$ cat config.mk
export PLATFORM = sky130hd
export DESIGN_NAME = pass_entry_ctrl_flat
export DESIGN_NICKNAME = d
export VERILOG_FILES = /design/src/rtl/pass_pkg.sv /design/src/rtl/pass_entry_ctrl_if.sv /design/src/rtl/pass_entry_ctrl_timer.sv /design/src/rtl/pass_entry_ctrl.sv /design/src/flat_wrapper.sv
export SDC_FILE = /design/constraint.sdc
export NUM_CORES = 1
export LEC_CHECK = 0
export ABC_AREA = 1
export ABC_CLOCK_PERIOD_IN_PS = 5400
export CORE_MARGIN = 10
export CORE_UTILIZATION = 55
export CTS_BUF_LIST = sky130_fd_sc_hd__clkbuf_16
export CTS_CLUSTER_SIZE = 30
export DETAILED_ROUTE_END_ITERATION = 6
export DONT_BUFFER_PORTS = 1
export PLACE_DENSITY = 0.71
export SETUP_SLACK_MARGIN = 0.5
export SYNTH_ARGS = -nofsm -noshare
export SYNTH_HDL_FRONTEND = slang
export SYNTH_SLANG_ARGS = --single-unit
export TNS_END_PERCENT = 100
$ cat constraint.sdc
create_clock -name clk -period 5.4 [get_ports clk]
set_input_delay 0.81 -clock clk [delete_from_list [all_inputs] [get_ports clk]]
set_output_delay 0.81 -clock clk [all_outputs]
set_load 0.1 [all_outputs]
$ cat src/rtl/pass_pkg.sv
// Shared constants for the password entry controller: key codes, state encoding, display patterns.
// Pure definitions; no timing or flow-control behaviour lives here.
package pass_pkg;

  localparam logic [3:0] KEY_ENTER = 4'hA;
  localparam logic [3:0] KEY_BKSP  = 4'hB;
  localparam logic [3:0] KEY_CLR   = 4'hC;
  localparam logic [3:0] KEY_SET   = 4'hD;

  localparam logic [2:0] ST_ENTRY  = 3'd0;
  localparam logic [2:0] ST_CHECK  = 3'd1;
  localparam logic [2:0] ST_OPEN   = 3'd2;
  localparam logic [2:0] ST_FAIL   = 3'd3;
  localparam logic [2:0] ST_LOCKED = 3'd4;
  localparam logic [2:0] ST_SET    = 3'd5;

  localparam logic [15:0] PAT_OPEN = 16'hAAAA;
  localparam logic [15:0] PAT_ERR  = 16'hEEEE;
  localparam logic [15:0] PAT_LOCK = 16'hFFFF;

  function automatic logic is_digit(input logic [3:0] k);
    return k <= 4'd9;
  endfunction

endpackage

$ cat src/rtl/pass_entry_ctrl_if.sv
// Keypad-in / display-out bundle of the entry controller.
// No backpressure: key strobes are single-cycle and outputs are plain registered levels.
interface pass_entry_ctrl_if;
  logic        key_valid;
  logic [3:0]  key_code;
  logic [15:0] passvalue;
  logic        unlock;
  logic        alarm;
  logic        set_mode;
  logic [2:0]  fail_cnt;

  modport master (
    output key_valid, key_code,
    input  passvalue, unlock, alarm, set_mode, fail_cnt
  );

  modport slave (
    input  key_valid, key_code,
    output passvalue, unlock, alarm, set_mode, fail_cnt
  );
endinterface

$ cat src/rtl/pass_entry_ctrl_timer.sv
// Down-counter for timed states; load wins over counting, done is high while the count is 0.
// Latency: load takes effect at the next edge; no backpressure.
module pass_timer #(
  parameter int TMR_W = 28
) (
  input  logic             clk,
  input  logic             rst,
  input  logic             load,
  input  logic [TMR_W-1:0] load_val,
  output logic             done
);

  logic [TMR_W-1:0] cnt_q, cnt_d;

  always_comb begin
    cnt_d = cnt_q;
    if (load)
      cnt_d = load_val;
    else if (cnt_q != '0)
      cnt_d = cnt_q - TMR_W'(1);
  end

  always_ff @(posedge clk or negedge rst) begin
    if (!rst) cnt_q <= '0;
    else      cnt_q <= cnt_d;
  end

  assign done = (cnt_q == '0);

endmodule

$ cat src/rtl/pass_entry_ctrl.sv
// Password-lock entry FSM: 4-digit buffer, password check, failure/lockout, password change.
// Latency: a key sampled at an edge shows on the registered outputs right after it; unused keys are dropped.
module pass_entry_ctrl
  import pass_pkg::*;
#(
  parameter logic [15:0] DEF_PASS = 16'h1234,
  parameter int          MAX_FAIL = 3,
  parameter int          OPEN_CYC = 50000000,
  parameter int          FAIL_CYC = 25000000,
  parameter int          LOCK_CYC = 250000000,
  parameter int          TMR_W    = 28
) (
  input logic              clk,
  input logic              rst,
  pass_entry_ctrl_if.slave bus
);

  logic [2:0]       state_q, state_d;
  logic [15:0]      entry_q, entry_d;
  logic [2:0]       cnt_q, cnt_d;
  logic [15:0]      pass_q, pass_d;
  logic [2:0]       fail_q, fail_d;
  logic [15:0]      passvalue_q, passvalue_d;
  logic             unlock_q, unlock_d;
  logic             alarm_q, alarm_d;
  logic             set_mode_q, set_mode_d;
  logic [2:0]       fail_inc;
  logic [2:0]       fail_dest;
  logic             tmr_load;
  logic [TMR_W-1:0] tmr_val;
  logic             tmr_done;
  logic             kv;
  logic [3:0]       kc;

  assign kv = bus.key_valid;
  assign kc = bus.key_code;

  always_comb begin
    state_d   = state_q;
    entry_d   = entry_q;
    cnt_d     = cnt_q;
    pass_d    = pass_q;
    fail_d    = fail_q;
    fail_inc  = fail_q + 3'd1;
    fail_dest = (fail_inc == 3'(MAX_FAIL)) ? ST_LOCKED : ST_FAIL;
    case (state_q)
      ST_ENTRY, ST_SET: begin
        if (kv) begin
          if (is_digit(kc)) begin
            if (cnt_q < 3'd4) begin
              entry_d = {entry_q[11:0], kc};
              cnt_d   = cnt_q + 3'd1;
            end
          end else begin
            case (kc)
              KEY_BKSP: if (cnt_q != 3'd0) begin
                entry_d = {4'h0, entry_q[15:4]};
                cnt_d   = cnt_q - 3'd1;
              end
              KEY_CLR: begin
                entry_d = '0;
                cnt_d   = '0;
              end
              KEY_ENTER: begin
                if (state_q == ST_SET) begin
                  if (cnt_q == 3'd4) pass_d = entry_q;
                  state_d = ST_ENTRY;
                end else if (cnt_q == 3'd4) begin
                  state_d = ST_CHECK;
                end else begin
                  fail_d  = fail_inc;
                  state_d = fail_dest;
                end
              end
              default: ;
            endcase
          end
        end
      end
      ST_CHECK: begin
        if (entry_q == pass_q) begin
          state_d = ST_OPEN;
          fail_d  = '0;
        end else begin
          fail_d  = fail_inc;
          state_d = fail_dest;
        end
      end
      // Timer expiry outranks any key arriving in the same cycle.
      ST_OPEN: begin
        if (tmr_done || (kv && kc == KEY_CLR)) begin
          state_d = ST_ENTRY;
        end else if (kv && kc == KEY_SET) begin
          state_d = ST_SET;
          entry_d = '0;
          cnt_d   = '0;
        end
      end
      ST_FAIL:   if (tmr_done) state_d = ST_ENTRY;
      ST_LOCKED: if (tmr_done) begin
        state_d = ST_ENTRY;
        fail_d  = '0;
      end
      default: state_d = ST_ENTRY;
    endcase
    if (state_d == ST_ENTRY && state_q != ST_ENTRY) begin
      entry_d = '0;
      cnt_d   = '0;
    end
  end

  // Timer is reloaded only on a transition into a timed state.
  always_comb begin
    tmr_load = 1'b0;
    tmr_val  = '0;
    if (state_d != state_q) begin
      case (state_d)
        ST_OPEN:   begin tmr_load = 1'b1; tmr_val = TMR_W'(OPEN_CYC - 1); end
        ST_FAIL:   begin tmr_load = 1'b1; tmr_val = TMR_W'(FAIL_CYC - 1); end
        ST_LOCKED: begin tmr_load = 1'b1; tmr_val = TMR_W'(LOCK_CYC - 1); end
        default: ;
      endcase
    end
  end

  always_comb begin
    case (state_d)
      ST_OPEN:   passvalue_d = PAT_OPEN;
      ST_FAIL:   passvalue_d = PAT_ERR;
      ST_LOCKED: passvalue_d = PAT_LOCK;
      default:   passvalue_d = entry_d;
    endcase
    unlock_d   = (state_d == ST_OPEN);
    alarm_d    = (state_d == ST_LOCKED);
    set_mode_d = (state_d == ST_SET);
  end

  always_ff @(posedge clk or negedge rst) begin
    if (!rst) begin
      state_q     <= ST_ENTRY;
      entry_q     <= '0;
      cnt_q       <= '0;
      pass_q      <= DEF_PASS;
      fail_q      <= '0;
      passvalue_q <= '0;
      unlock_q    <= 1'b0;
      alarm_q     <= 1'b0;
      set_mode_q  <= 1'b0;
    end else begin
      state_q     <= state_d;
      entry_q     <= entry_d;
      cnt_q       <= cnt_d;
      pass_q      <= pass_d;
      fail_q      <= fail_d;
      passvalue_q <= passvalue_d;
      unlock_q    <= unlock_d;
      alarm_q     <= alarm_d;
      set_mode_q  <= set_mode_d;
    end
  end

  pass_timer #(.TMR_W(TMR_W)) u_timer (
    .clk      (clk),
    .rst      (rst),
    .load     (tmr_load),
    .load_val (tmr_val),
    .done     (tmr_done)
  );

  assign bus.passvalue = passvalue_q;
  assign bus.unlock    = unlock_q;
  assign bus.alarm     = alarm_q;
  assign bus.set_mode  = set_mode_q;
  assign bus.fail_cnt  = fail_q;

endmodule

$ cat src/flat_wrapper.sv
// flat-port wrapper written by rule: the top's interface ports become plain ports
module pass_entry_ctrl_flat import pass_pkg::*;
#(
  parameter logic [15:0] DEF_PASS = 16'h1234,
  parameter int          MAX_FAIL = 3,
  parameter int          OPEN_CYC = 50000000,
  parameter int          FAIL_CYC = 25000000,
  parameter int          LOCK_CYC = 250000000,
  parameter int          TMR_W    = 28
)
  (clk, rst, bus_key_valid, bus_key_code, bus_passvalue, bus_unlock, bus_alarm, bus_set_mode, bus_fail_cnt);
  pass_entry_ctrl_if bus_i ();
  input logic clk;
  input logic rst;
  input wire logic [$bits(bus_i.key_valid)-1:0] bus_key_valid;
  input wire logic [$bits(bus_i.key_code)-1:0] bus_key_code;
  output wire logic [$bits(bus_i.passvalue)-1:0] bus_passvalue;
  output wire logic [$bits(bus_i.unlock)-1:0] bus_unlock;
  output wire logic [$bits(bus_i.alarm)-1:0] bus_alarm;
  output wire logic [$bits(bus_i.set_mode)-1:0] bus_set_mode;
  output wire logic [$bits(bus_i.fail_cnt)-1:0] bus_fail_cnt;
  assign bus_i.key_valid = bus_key_valid;
  assign bus_i.key_code = bus_key_code;
  assign bus_passvalue = bus_i.passvalue;
  assign bus_unlock = bus_i.unlock;
  assign bus_alarm = bus_i.alarm;
  assign bus_set_mode = bus_i.set_mode;
  assign bus_fail_cnt = bus_i.fail_cnt;
  pass_entry_ctrl #(.DEF_PASS(DEF_PASS), .MAX_FAIL(MAX_FAIL), .OPEN_CYC(OPEN_CYC), .FAIL_CYC(FAIL_CYC), .LOCK_CYC(LOCK_CYC), .TMR_W(TMR_W)) u_core (.clk(clk), .rst(rst), .bus(bus_i));
endmodule
==> run_results.csv, run 1 <==
group,metric,value,unit
die,rows,34,
placed_design,numPlacedInstances,729,
clocking,cts_made_buffers,9,
sta,timing.clock.skew,0.0104,ns
detailed_routing,via_density_per_instance,5.33,
placed_design,dpl_cell_area,5010,sq um
run,max_cap_viol_count,0,
grt,grt_first_pass_wirelength,18.5,mm
worst_setup_path,rrSetupSlack,2.19,ns
detailed_routing,drt_pass1_iterations,4,
pwr,design_power_total,3.39,mW
sta,final.setup.worst_slack,2.19,ns
grt,groute.usage.overall,0.172,
die,die_y,115,microns
synth,synth_area,4960,sq um
synth,post-synth-top-area-fraction,0.418,
detailed_routing,routed_wirelength,11.0,mm
synth,synthTopCellsByArea,"sky130_fd_sc_hd__dfrtp_1 (42%), sky130_fd_sc_hd__nand2_1 (12%), sky130_fd_sc_hd__inv_1 (6.6%), sky130_fd_sc_hd__nor2_1 (4.8%), sky130_fd_sc_hd__o21ai_0 (3.7%)",
clocking,ctsHoldBuffers,0,
worst_setup_path,startpoint_type,"flop",
layout,n_antenna_cell,0,
pwr,combinational_group_share_of_total_power,0.389,
clocking,cts.sink_count,88,
die,starting_density_of_the_core,0.566,
clocking,cts_tree,"yes",
placed_design,routability_congestion_estimate_from_global_placement,0.948,
worst_setup_path,critPathMostFrequentCell,"sky130_fd_sc_hd__nand2_1",
grt,antenna_found_initial,0,
die,io_pins,29,
layout,final_cell_area,5320,sq um
sta,rsz0062_at_grt,"no",
detailed_routing,wl_per_cell,14.7,microns
sta,fmax,311,MHz
detailed_routing,drc,0,
clocking,cts_htree_levels,3,
clocking,clkTransAtPathRegs,0.06,ns
grt,pin_count_of_the_biggest_net_entering_global_routing,89,
grt,grt_pass1_vias,3862,
layout,area_growth,7.13,%
run_status,run_status,"completed",
sta,hold_viol_final,0,
die,width_of_the_die,115,microns
pwr,p_per_area,637,nW/um^2
synth,syn_area_per_cell,7.83,sq um
detailed_routing,drt_first_iter_violations,244,
worst_setup_path,crit_type,"flop to flop",
detailed_routing,count_of_nets_left_with_antenna_violations_after_detail_routing,0,
min_path,min_path_type,"input port to async pin",
worst_setup_path,reg2regPathDepth,14,
placed_design,pre_cts_slack,2.22,ns
synth,yosys-top-cells-count,"sky130_fd_sc_hd__nand2_1 (165), sky130_fd_sc_hd__inv_1 (87), sky130_fd_sc_hd__dfrtp_1 (83)",
sta,finalSetupViolCount,0,
pwr,power.ir.vdd_worst,0.000328,V
synth,flop_and_latch_count_out_of_synthesis,88,
worst_setup_path,timing.critical_path.to_type,"flop",
sta,final.min_clock_period,3.21,ns
grt,grt_overflow_total,0,
clocking,ctsRootBufferMaster,"sky130_fd_sc_hd__clkbuf_16",
layout,final_net_count,645,
pwr,swShare,0.522,
worst_setup_path,cp_slowest_stage_delay,1.00,ns
sta,hold-worst-slack,0.176,ns
detailed_routing,vias,3974,
sta,slew-limit-headroom,0.266,
worst_setup_path,cpMaxStageDelayCell,"sky130_fd_sc_hd__dfrtp_1",
worst_setup_path,critical_path.top_delay_family,"simple AND/OR/NAND/NOR gates",
pwr,total_leakage_power,2.58,nW
clocking,clkLatencyLatePin,0.33,ns
synth,synth_most_common_cell,"sky130_fd_sc_hd__nand2_1",
pwr,power.internal,1.62,mW
worst_setup_path,cp_data_required_time,5.62,ns
worst_setup_path,critPathArrivalTime,3.44,ns
synth,yosysWarningCount,0,
worst_setup_path,cp_max_fo,20,
placed_design,half_perimeter_wire_length_after_placement,7.79,mm
layout,final_util,0.607,
placed_design,buffer_ports.inserted,0,
clocking,number_of_gates_given_a_new_drive_strength_after_cts,0,
pwr,power_switching,1.77,mW
sta,timing.final.crit_share,0.595,
sta,finalMaxSlewViolations,0,
clocking,max-clock-path-buffers,2,
die,floorplan.die_area,13200,sq um
layout,share_of_cells_above_drive_strength_1,0.119,
synth,synth_async_reset_ratio,1.00,
sta,finalSetupTns,0,ns
worst_setup_path,crit_chain,"ha_1 -> inv_1 -> nand2_1 -> nand3_1 -> inv_1 -> o21ai_0 -> nand2_1 -> nand2_1 -> nor2_8 -> nand3_2 -> inv_2 -> nor2_1 -> nand2_1 -> nand2_1",
synth,synth_sequential_area_ratio,0.445,
die,core-area,8760,sq um
synth,synthDominantAreaCellType,"sky130_fd_sc_hd__dfrtp_1",
worst_setup_path,critPathBufInv,3,
clocking,cts_setup_buffers,0,
synth,syn_inst,634,
pwr,pwr-share-clk,0.189,
layout,finish.cell_count_without_fillers,745,
synth,count_of_different_cell_masters_after_synthesis,45,
worst_setup_path,cp_num_cells,14,
sta,worst_pin_slew,1.10,ns
synth,synth_top_flop_cell,"sky130_fd_sc_hd__dfrtp_1",
synth,synth_nets,647,
synth,synth_enable_flop_cells,0,
pwr,sequential_group_share_of_total_power,0.422,
-- kinds of logic (layout without fill, tap and decap cells) --
| kind of cell | Yosys count | after routing | share of synthesized area |
|---|---|---|---|
| flip-flops | 88 | 88 | 0.445 |
| buffers and inverters | 106 | 109 | 0.0895 |
| adder cells (fa/ha/maj) | 6 | 6 | 0.0151 |
| XOR/XNOR | 22 | 22 | 0.0388 |
| AND/OR/NAND/NOR | 317 | 317 | 0.294 |
| AO/OA/AOI/OAI | 95 | 95 | 0.118 |
-- layer usage --
layer	vias up	track usage	share of wire
li1	1994	-	-
met1	1866	0.222	0.46
met2	96	0.267	0.46
met3	18	0.0438	0.063
met4	0	0.0792	0.022
met5	-	0	0
-- flip-flops by register name, indices dropped and copies added, names as in the netlist, 3 cells and up --
name,count
u_core.pass_q,16
u_core.state_q,3
u_core.entry_q,16
u_core.u_timer.cnt_q,28
u_core.bus.fail_cnt,3
u_core.cnt_q,3
u_core.bus.passvalue,16
-- power by group through the flow --
stage / logic, mW / clock network [mW] / registers (mW)
floorplan: 1.12 / 0 / 1.40
global placement: 1.28 / 0 / 1.44
detailed placement: 1.31 / 0 / 1.44
CTS: 1.32 / 0.650 / 1.43
global route: 1.48 / 0.673 / 1.45
finish: 1.32 / 0.641 / 1.43
-- layout by cell type, fill, tap and decap left out, types with 2 or more instances in the layout --
master                      Yosys  routed
sky130_fd_sc_hd__xnor2_1        8       8
sky130_fd_sc_hd__a21oi_1       19      19
sky130_fd_sc_hd__dfrtp_1       83      83
sky130_fd_sc_hd__o21ai_0       37      37
sky130_fd_sc_hd__or2_2          4       4
sky130_fd_sc_hd__bufinv_16      0       2
sky130_fd_sc_hd__nor2_8         2       2
sky130_fd_sc_hd__xor2_1        14      14
sky130_fd_sc_hd__nor2_2         7       7
sky130_fd_sc_hd__o22ai_1       15      15
sky130_fd_sc_hd__clkinv_1       0       2
sky130_fd_sc_hd__nor2_4         3       3
sky130_fd_sc_hd__nor4_1         2       2
sky130_fd_sc_hd__o31ai_1        2       2
sky130_fd_sc_hd__inv_1         87      89
sky130_fd_sc_hd__a21oi_2       11      11
sky130_fd_sc_hd__a22oi_1        2       2
sky130_fd_sc_hd__inv_2          3       3
sky130_fd_sc_hd__nor3_1         4       4
sky130_fd_sc_hd__nand2_1      165     165
sky130_fd_sc_hd__clkinv_2       1       2
sky130_fd_sc_hd__dfstp_2        5       5
sky130_fd_sc_hd__nand4_1        3       3
sky130_fd_sc_hd__and2_1         2       2
sky130_fd_sc_hd__nand2_4        5       5
sky130_fd_sc_hd__ha_1           6       6
sky130_fd_sc_hd__nand2_2       15      15
sky130_fd_sc_hd__nor2_1        64      64
sky130_fd_sc_hd__clkbuf_16      0       9
sky130_fd_sc_hd__nand3_1       36      36
sky130_fd_sc_hd__o211ai_1       3       3
sky130_fd_sc_hd__a21oi_4        2       2
-- final cells by class --
type / instances / area, sq um
clock buffers: 9 / 225
clock inverters: 7 / 80.1
fillers: 761 / 3450
inverters: 93 / 358
multi-input cells: 440 / 2310
flip-flops and latches: 88 / 2210
well taps: 108 / 135
-- path summary, 6_finish.rpt --
path | endpoint | startpoint
max reg2reg | u_core.bus.passvalue[14] | u_core.bus.fail_cnt[0]
min | u_core.u_timer.cnt_q[4] | rst
min reg2reg | u_core.pass_q[5] | u_core.pass_q[5]
max in group asynchronous | u_core.pass_q[2] | rst
max | u_core.bus.passvalue[14] | u_core.bus.fail_cnt[0]
min in group clk | u_core.pass_q[5] | u_core.pass_q[5]
No activity file was read; power rests on OpenSTA's default activity.
==> inputs of run 2 (changes only) <==
--- a/config.mk
+++ b/config.mk
@@ -6,7 +6,7 @@
 export NUM_CORES = 1
 export LEC_CHECK = 0
 export ABC_AREA = 1
-export ABC_CLOCK_PERIOD_IN_PS = 5400
+export ABC_CLOCK_PERIOD_IN_PS = 3250
 export CORE_MARGIN = 10
 export CORE_UTILIZATION = 55
 export CTS_BUF_LIST = sky130_fd_sc_hd__clkbuf_16
==> constraint.sdc (replaced) <==
create_clock -name clk -period 3.25 [get_ports clk]
set_input_delay 0.4875 -clock clk [delete_from_list [all_inputs] [get_ports clk]]
set_output_delay 0.4875 -clock clk [all_outputs]
set_load 0.1 [all_outputs]
==> run 2 against run 1 <==
Via count increased by 2.6%. Critical endpoint is now u_core.u_timer.cnt_q[16]. Worst setup slack got worse by 1.5 ns. Register-to-register slack got worse by 1.5 ns. Combinational power is 81% higher. Die area unchanged.
==> run_results.csv, run 2 (synthesized netlist as in run 1, its figures left out) <==
group,metric,value,unit
clocking,ctsRootBufferMaster,"sky130_fd_sc_hd__clkbuf_16",
sta,finalMaxSlewViolations,0,
sta,hold_viol_final,0,
sta,hold-worst-slack,0.0525,ns
sta,final.min_clock_period,2.53,ns
layout,largest_register_ffs,28,
worst_setup_path,crit_type,"flop to flop",
clocking,max-clock-path-buffers,2,
sta,finalSetupTns,0,ns
grt,pin_count_of_the_biggest_net_entering_global_routing,89,
sta,worst_pin_slew,0.934,ns
clocking,cts_made_buffers,9,
worst_setup_path,cpMaxStageDelayCell,"sky130_fd_sc_hd__dfrtp_2",
placed_design,half_perimeter_wire_length_after_placement,7.83,mm
layout,final_util,0.615,
clocking,cts_htree_levels,3,
grt,antenna_found_initial,0,
grt,groute.usage.overall,0.177,
detailed_routing,via_density_per_instance,5.43,
layout,layout_commonest_cell,"sky130_fd_sc_hd__nand2_1",
layout,number_of_fill_cells_in_the_layout,736,
grt,grt_first_pass_wirelength,19.0,mm
detailed_routing,vias,4077,
die,starting_density_of_the_core,0.566,
worst_setup_path,cp_max_fo,16,
pwr,total_leakage_power,2.59,nW
sta,fmax,396,MHz
worst_setup_path,rrSetupSlack,0.72,ns
die,rows,34,
pwr,power.ir.vdd_worst,0.000607,V
layout,area_growth,8.65,%
detailed_routing,drt_pass1_iterations,7,
worst_setup_path,cp_data_required_time,3.48,ns
sta,finalSetupViolCount,0,
grt,grt_overflow_total,0,
clocking,clkTransAtPathRegs,0.07,ns
die,floorplan.die_area,13200,sq um
layout,n_antenna_cell,0,
placed_design,buffer_ports.inserted,0,
pwr,p_per_area,1050,nW/um^2
clocking,clkLatencyLatePin,0.34,ns
worst_setup_path,timing.critical_path.to_type,"flop",
detailed_routing,drt_first_iter_violations,382,
layout,mostFrequentLayoutCells,"sky130_fd_sc_hd__nand2_1 (165), sky130_fd_sc_hd__inv_1 (87), sky130_fd_sc_hd__dfrtp_1 (81)",
pwr,design_power_total,5.66,mW
sta,timing.clock.skew,0.00791,ns
clocking,cts.sink_count,88,
worst_setup_path,startpoint_type,"flop",
placed_design,numPlacedInstances,733,
layout,share_of_cells_above_drive_strength_1,0.138,
clocking,cts_tree,"yes",
run,max_cap_viol_count,0,
die,io_pins,29,
die,core-area,8760,sq um
sta,timing.final.crit_share,0.777,
layout,final_net_count,651,
sta,slew-limit-headroom,0.378,
detailed_routing,routed_wirelength,11.1,mm
grt,grt_pass1_vias,3899,
worst_setup_path,cp_slowest_stage_delay,0.35,ns
sta,rsz0062_at_grt,"no",
min_path,min_path_type,"input port to async pin",
die,width_of_the_die,115,microns
worst_setup_path,crit_chain,"buf_4 -> ha_1 -> nand3_1 -> inv_1 -> o21ai_0 -> nand2_1 -> nand2_1 -> a21oi_1 -> nand3_4 -> a21oi_4 -> buf_12 -> a21oi_1",
placed_design,routability_congestion_estimate_from_global_placement,0.898,
die,die_y,115,microns
run_status,run_status,"completed",
detailed_routing,wl_per_cell,14.7,microns
detailed_routing,count_of_nets_left_with_antenna_violations_after_detail_routing,0,
detailed_routing,drc,0,
layout,largest-register,"u_core.u_timer.cnt_q",
layout,finish.cell_count_without_fillers,751,
worst_setup_path,critPathArrivalTime,2.75,ns
run 2: layer usage:
layer | up-vias | global-route usage | part of all wire
met4 | 0 | 0.0594 | 0.017
met3 | 13 | 0.0453 | 0.052
met2 | 113 | 0.280 | 0.47
li1 | 2009 | - | -
met5 | - | 0 | 0
met1 | 1942 | 0.232 | 0.46
run 2: critical path: cells and delay by family (launching register included):
family,cells,cell delay (ns)
AOI/OAI and AO/OA,4,0.66
and+or+nand+nor,4,0.59
buffers and inverters,3,0.57
DFF,1,0.35
adders and majority gates,1,0.24
run 2: worst paths after layout:
path / from / endpoint / cells past startpoint
hold / removal: rst / u_core.pass_q[1] / 1
setup / recovery: u_core.bus.fail_cnt[1] / u_core.u_timer.cnt_q[16] / 12
max in group asynchronous: rst / u_core.bus.fail_cnt[0] / 1
min in group clk: bus_key_valid / u_core.entry_q[0] / 2
setup reg to reg: u_core.bus.fail_cnt[1] / u_core.u_timer.cnt_q[16] / 12
hold reg to reg: u_core.u_timer.cnt_q[0] / u_core.u_timer.cnt_q[0] / 2
run 2: final cells by class:
class	instances	area (sq um)	area share
Timing Repair Buffer	6	77.6	0.0144
Clock buffer	9	225	0.0418
Clock inverter	7	57.6	0.0107
Inverter	93	363	0.0673
Tap cell	108	135	0.0251
Sequential cell	88	2210	0.410
Multi-Input combinational cell	440	2320	0.431
run 2: what timing repair did:
item,in CTS,in global routing
buffers inserted,0,1
endpoints found under the hold margin,88,0
hold buffers,1,0
resized for setup,0,5
setup endpoints to repair,0,33
run 2: where the power goes:
part	internal, mW	total [mW]	leakage (nW)	switching, mW
Clock	0.526	0.979	0.134	0.453
Sequential	1.38	2.29	1.11	0.913
Combinational	0.695	2.39	1.35	1.70
Total	2.60	5.66	2.59	3.06
run 2: metrics by stage:
stage | area, sq um | worst slack, ns
after detailed placement | 5040 | 0.638
final | 5390 | 0.724
after CTS | 5360 | 0.597
after global placement | 5040 | 0.736
after floorplan | 4970 | 0.671
after global routing | 5390 | 0.512
==> inputs of run 3 (changes only) <==
--- a/config.mk
+++ b/config.mk
@@ -6,14 +6,14 @@
 export NUM_CORES = 1
 export LEC_CHECK = 0
 export ABC_AREA = 1
-export ABC_CLOCK_PERIOD_IN_PS = 3250
+export ABC_CLOCK_PERIOD_IN_PS = 2000
 export CORE_MARGIN = 10
 export CORE_UTILIZATION = 55
 export CTS_BUF_LIST = sky130_fd_sc_hd__clkbuf_16
 export CTS_CLUSTER_SIZE = 30
 export DETAILED_ROUTE_END_ITERATION = 6
 export DONT_BUFFER_PORTS = 1
-export PLACE_DENSITY = 0.71
+export PLACE_DENSITY = 0.74
 export SETUP_SLACK_MARGIN = 0.5
 export SYNTH_ARGS = -nofsm -noshare
 export SYNTH_HDL_FRONTEND = slang
==> constraint.sdc (replaced) <==
create_clock -name clk -period 2 [get_ports clk]
set_input_delay 0.3 -clock clk [delete_from_list [all_inputs] [get_ports clk]]
set_output_delay 0.3 -clock clk [all_outputs]
set_load 0.1 [all_outputs]
==> run 3 against run 2 <==
The flow now finishes with violations (design-rule violations, negative hold slack, negative setup slack). Final area grew 45%. Global-route usage rose by 12 points. Die area unchanged. Routed wire length up 130%. Clock skew up 0.00073 ns. Fmax is 10% lower. First-iteration DRC count rose to 3.0 times the previous value. Largest cell class unchanged. Largest power group unchanged.
==> run_results.csv, run 3 (synthesized netlist as in run 1, its figures left out) <==
group,metric,value,unit
run_status,run_status,"finished, violations left",
run_status,violations,"design-rule violations, negative hold slack, negative setup slack",
die,floorplan.die_area,13200,sq um
sta,finalMaxSlewViolations,0,
sta,rsz0062_at_grt,"yes",
clocking,clkLatencyLatePin,0.36,ns
die,core-area,8760,sq um
sta,final.min_clock_period,2.82,ns
placed_design,pre_cts_slack,-0.387,ns
worst_setup_path,cp_max_fo,8,
worst_setup_path,reg2regPathDepth,17,
layout,layout_commonest_cell,"sky130_fd_sc_hd__buf_4",
worst_setup_path,cp_slowest_stage_delay,0.47,ns
pwr,power.ir.vdd_worst,0.00156,V
grt,pin_count_of_the_biggest_net_entering_global_routing,89,
clocking,clkTransAtPathRegs,0.07,ns
pwr,total_leakage_power,3.73,nW
worst_setup_path,critical_path.top_delay_family,"simple AND/OR/NAND/NOR gates",
worst_setup_path,worstReg2RegStart,"u_core.entry_q[2]",
layout,number_of_fill_cells_in_the_layout,311,
sta,finalSetupViolCount,72,
sta,timing.final.crit_share,1.41,
detailed_routing,drc,6,
clocking,cts_htree_levels,3,
worst_setup_path,crit_type,"flop to flop",
layout,largest-register,"u_core.u_timer.cnt_q",
worst_setup_path,critPathBufInv,5,
min_path,min_path_type,"input port to async pin",
run,max_cap_viol_count,0,
sta,worst_pin_slew,0.557,ns
detailed_routing,vias,6318,
worst_setup_path,crit_chain,"inv_1 -> nand2_1 -> nand2_2 -> nor2_2 -> nand2_1 -> nor2_1 -> nand2_2 -> nand3_2 -> nand2_4 -> a21oi_4 -> inv_4 -> nand2_8 -> buf_6 -> a21oi_4 -> buf_12 -> buf_16 -> a21oi_4",
worst_setup_path,rrSetupSlack,-0.82,ns
placed_design,half_perimeter_wire_length_after_placement,9.74,mm
layout,mostFrequentLayoutCells,"sky130_fd_sc_hd__buf_4 (149), sky130_fd_sc_hd__nand2_1 (119), sky130_fd_sc_hd__dfrtp_1 (79)",
detailed_routing,drt_first_iter_violations,1127,
sta,slew-limit-headroom,0.627,
detailed_routing,drt_pass1_iterations,7,
die,width_of_the_die,115,microns
sta,finalSetupTns,-45.13,ns
grt,antenna_found_initial,0,
detailed_routing,count_of_nets_left_with_antenna_violations_after_detail_routing,0,
worst_setup_path,r2r_end,"u_core.u_timer.cnt_q[9]",
worst_setup_path,cpMaxStageDelayCell,"sky130_fd_sc_hd__dfrtp_1",
pwr,p_per_area,1960,nW/um^2
layout,area_growth,57.8,%
layout,largest_register_ffs,28,
worst_setup_path,startpoint_type,"flop",
sta,hold-worst-slack,-0.370,ns
grt,grt_pass1_vias,5991,
grt,groute.usage.overall,0.296,
die,starting_density_of_the_core,0.566,
worst_setup_path,cp_data_required_time,2.27,ns
placed_design,routability_congestion_estimate_from_global_placement,0.917,
sta,final.setup.worst_slack,-0.821,ns
worst_setup_path,timing.critical_path.to_type,"flop",
die,die_y,115,microns
detailed_routing,via_density_per_instance,6.75,
worst_setup_path,critPathArrivalTime,3.09,ns
die,rows,34,
detailed_routing,wl_per_cell,26.9,microns
clocking,cts_made_buffers,9,
die,io_pins,29,
grt,grt_first_pass_wirelength,31.3,mm
sta,timing.clock.skew,0.00865,ns
layout,share_of_cells_above_drive_strength_1,0.500,
sta,fmax,355,MHz
sta,hold_viol_final,88,
layout,final_net_count,836,
grt,grt_overflow_total,0,
layout,n_antenna_cell,0,
worst_setup_path,critPathMostFrequentCell,"sky130_fd_sc_hd__a21oi_4",
clocking,ctsRootBufferMaster,"sky130_fd_sc_hd__clkbuf_16",
detailed_routing,routed_wirelength,25.2,mm
clocking,cts_tree,"yes",
placed_design,buffer_ports.inserted,0,
clocking,max-clock-path-buffers,2,
clocking,cts.sink_count,88,
run 3: cell types whose count changed in the layout (fill, tap and decap cells not counted), moves of 22 or more:
cell	before	now
sky130_fd_sc_hd__buf_6	0	25
sky130_fd_sc_hd__o21ai_0	37	4
sky130_fd_sc_hd__nand2_1	165	119
sky130_fd_sc_hd__o21ai_2	2	25
sky130_fd_sc_hd__nand2_4	4	27
sky130_fd_sc_hd__nand2_2	15	37
sky130_fd_sc_hd__buf_4	4	149
run 3: what timing repair did:
action	CTS	global route
endpoints found under the hold margin	88	88
pin swaps	29	30
gates resized for setup	130	125
buffers inserted	26	18
cloned	10	0
setup endpoints to repair	88	89
run 3: power by group:
part	switching, mW	internal [mW]
registers	0.362	2.27
logic	6.93	3.88
clock network	0.804	1.09
total	8.10	7.24
run 3: how the worst max path moves through the flow:
stage	depth (start not counted)	startpoint	slack (ns)	endpoint
finish	17	u_core.entry_q[2]	-0.82	u_core.u_timer.cnt_q[9]
global route	17	u_core.entry_q[11]	-0.87	u_core.u_timer.cnt_q[9]
CTS	19	u_core.u_timer.cnt_q[0]	-0.28	u_core.u_timer.cnt_q[18]
detailed placement	16	u_core.u_timer.cnt_q[0]	-0.39	u_core.u_timer.cnt_q[26]
global placement	16	u_core.u_timer.cnt_q[1]	-0.22	u_core.u_timer.cnt_q[11]
floorplan	16	u_core.bus.fail_cnt[1]	-0.22	u_core.u_timer.cnt_q[15]
run 3: cell type report:
cell class | instances | area (sq um) | area share
clock buffers | 9 | 225 | 0.0287
clock inverters | 7 | 88.8 | 0.0113
inverters | 93 | 374 | 0.0478
multi-input cells | 443 | 3110 | 0.397
flip-flops and latches | 88 | 2220 | 0.283
well taps | 108 | 135 | 0.0172
repair buffers | 186 | 1670 | 0.213
repair inverters | 2 | 15.0 | 0.00192
run 3: stage by stage:
stage | power, mW | hold WS [ns] | std cells | instance area, sq um | util
after global placement | 8.87 | 0.0100 | 866 | 6120 | 0.698
after detailed placement | 9.08 | 0.0105 | 866 | 6120 | 0.698
after global routing | 15.6 | -0.370 | 936 | 7830 | 0.894
after CTS | 12.8 | -0.350 | 918 | 7220 | 0.823
after floorplan | 6.92 | 0.00441 | 634 | 5030 | -
final | 15.3 | -0.370 | 936 | 7830 | 0.894
run 3: worst register-to-register path, stage by stage (launching register included):
cell,delay (ns)
sky130_fd_sc_hd__dfrtp_1,0.47
sky130_fd_sc_hd__inv_1,0.21
sky130_fd_sc_hd__nand2_1,0.14
sky130_fd_sc_hd__nand2_2,0.07
sky130_fd_sc_hd__nor2_2,0.15
sky130_fd_sc_hd__nand2_1,0.10
sky130_fd_sc_hd__nor2_1,0.15
sky130_fd_sc_hd__nand2_2,0.14
sky130_fd_sc_hd__nand3_2,0.20
sky130_fd_sc_hd__nand2_4,0.12
sky130_fd_sc_hd__a21oi_4,0.18
sky130_fd_sc_hd__inv_4,0.07
sky130_fd_sc_hd__nand2_8,0.08
sky130_fd_sc_hd__buf_6,0.11
sky130_fd_sc_hd__a21oi_4,0.07
sky130_fd_sc_hd__buf_12,0.14
sky130_fd_sc_hd__buf_16,0.14
sky130_fd_sc_hd__a21oi_4,0.20
run 3: layer usage:
metal  part of all wire  wire, microns  track usage  vias up
met5                  0              0            0        -
met4               0.10           2610        0.202        0
met3               0.15           3800       0.0885      303
met2               0.43          10800        0.465      715
met1               0.32           7990        0.341     2912
li1                   -              -            -     2388
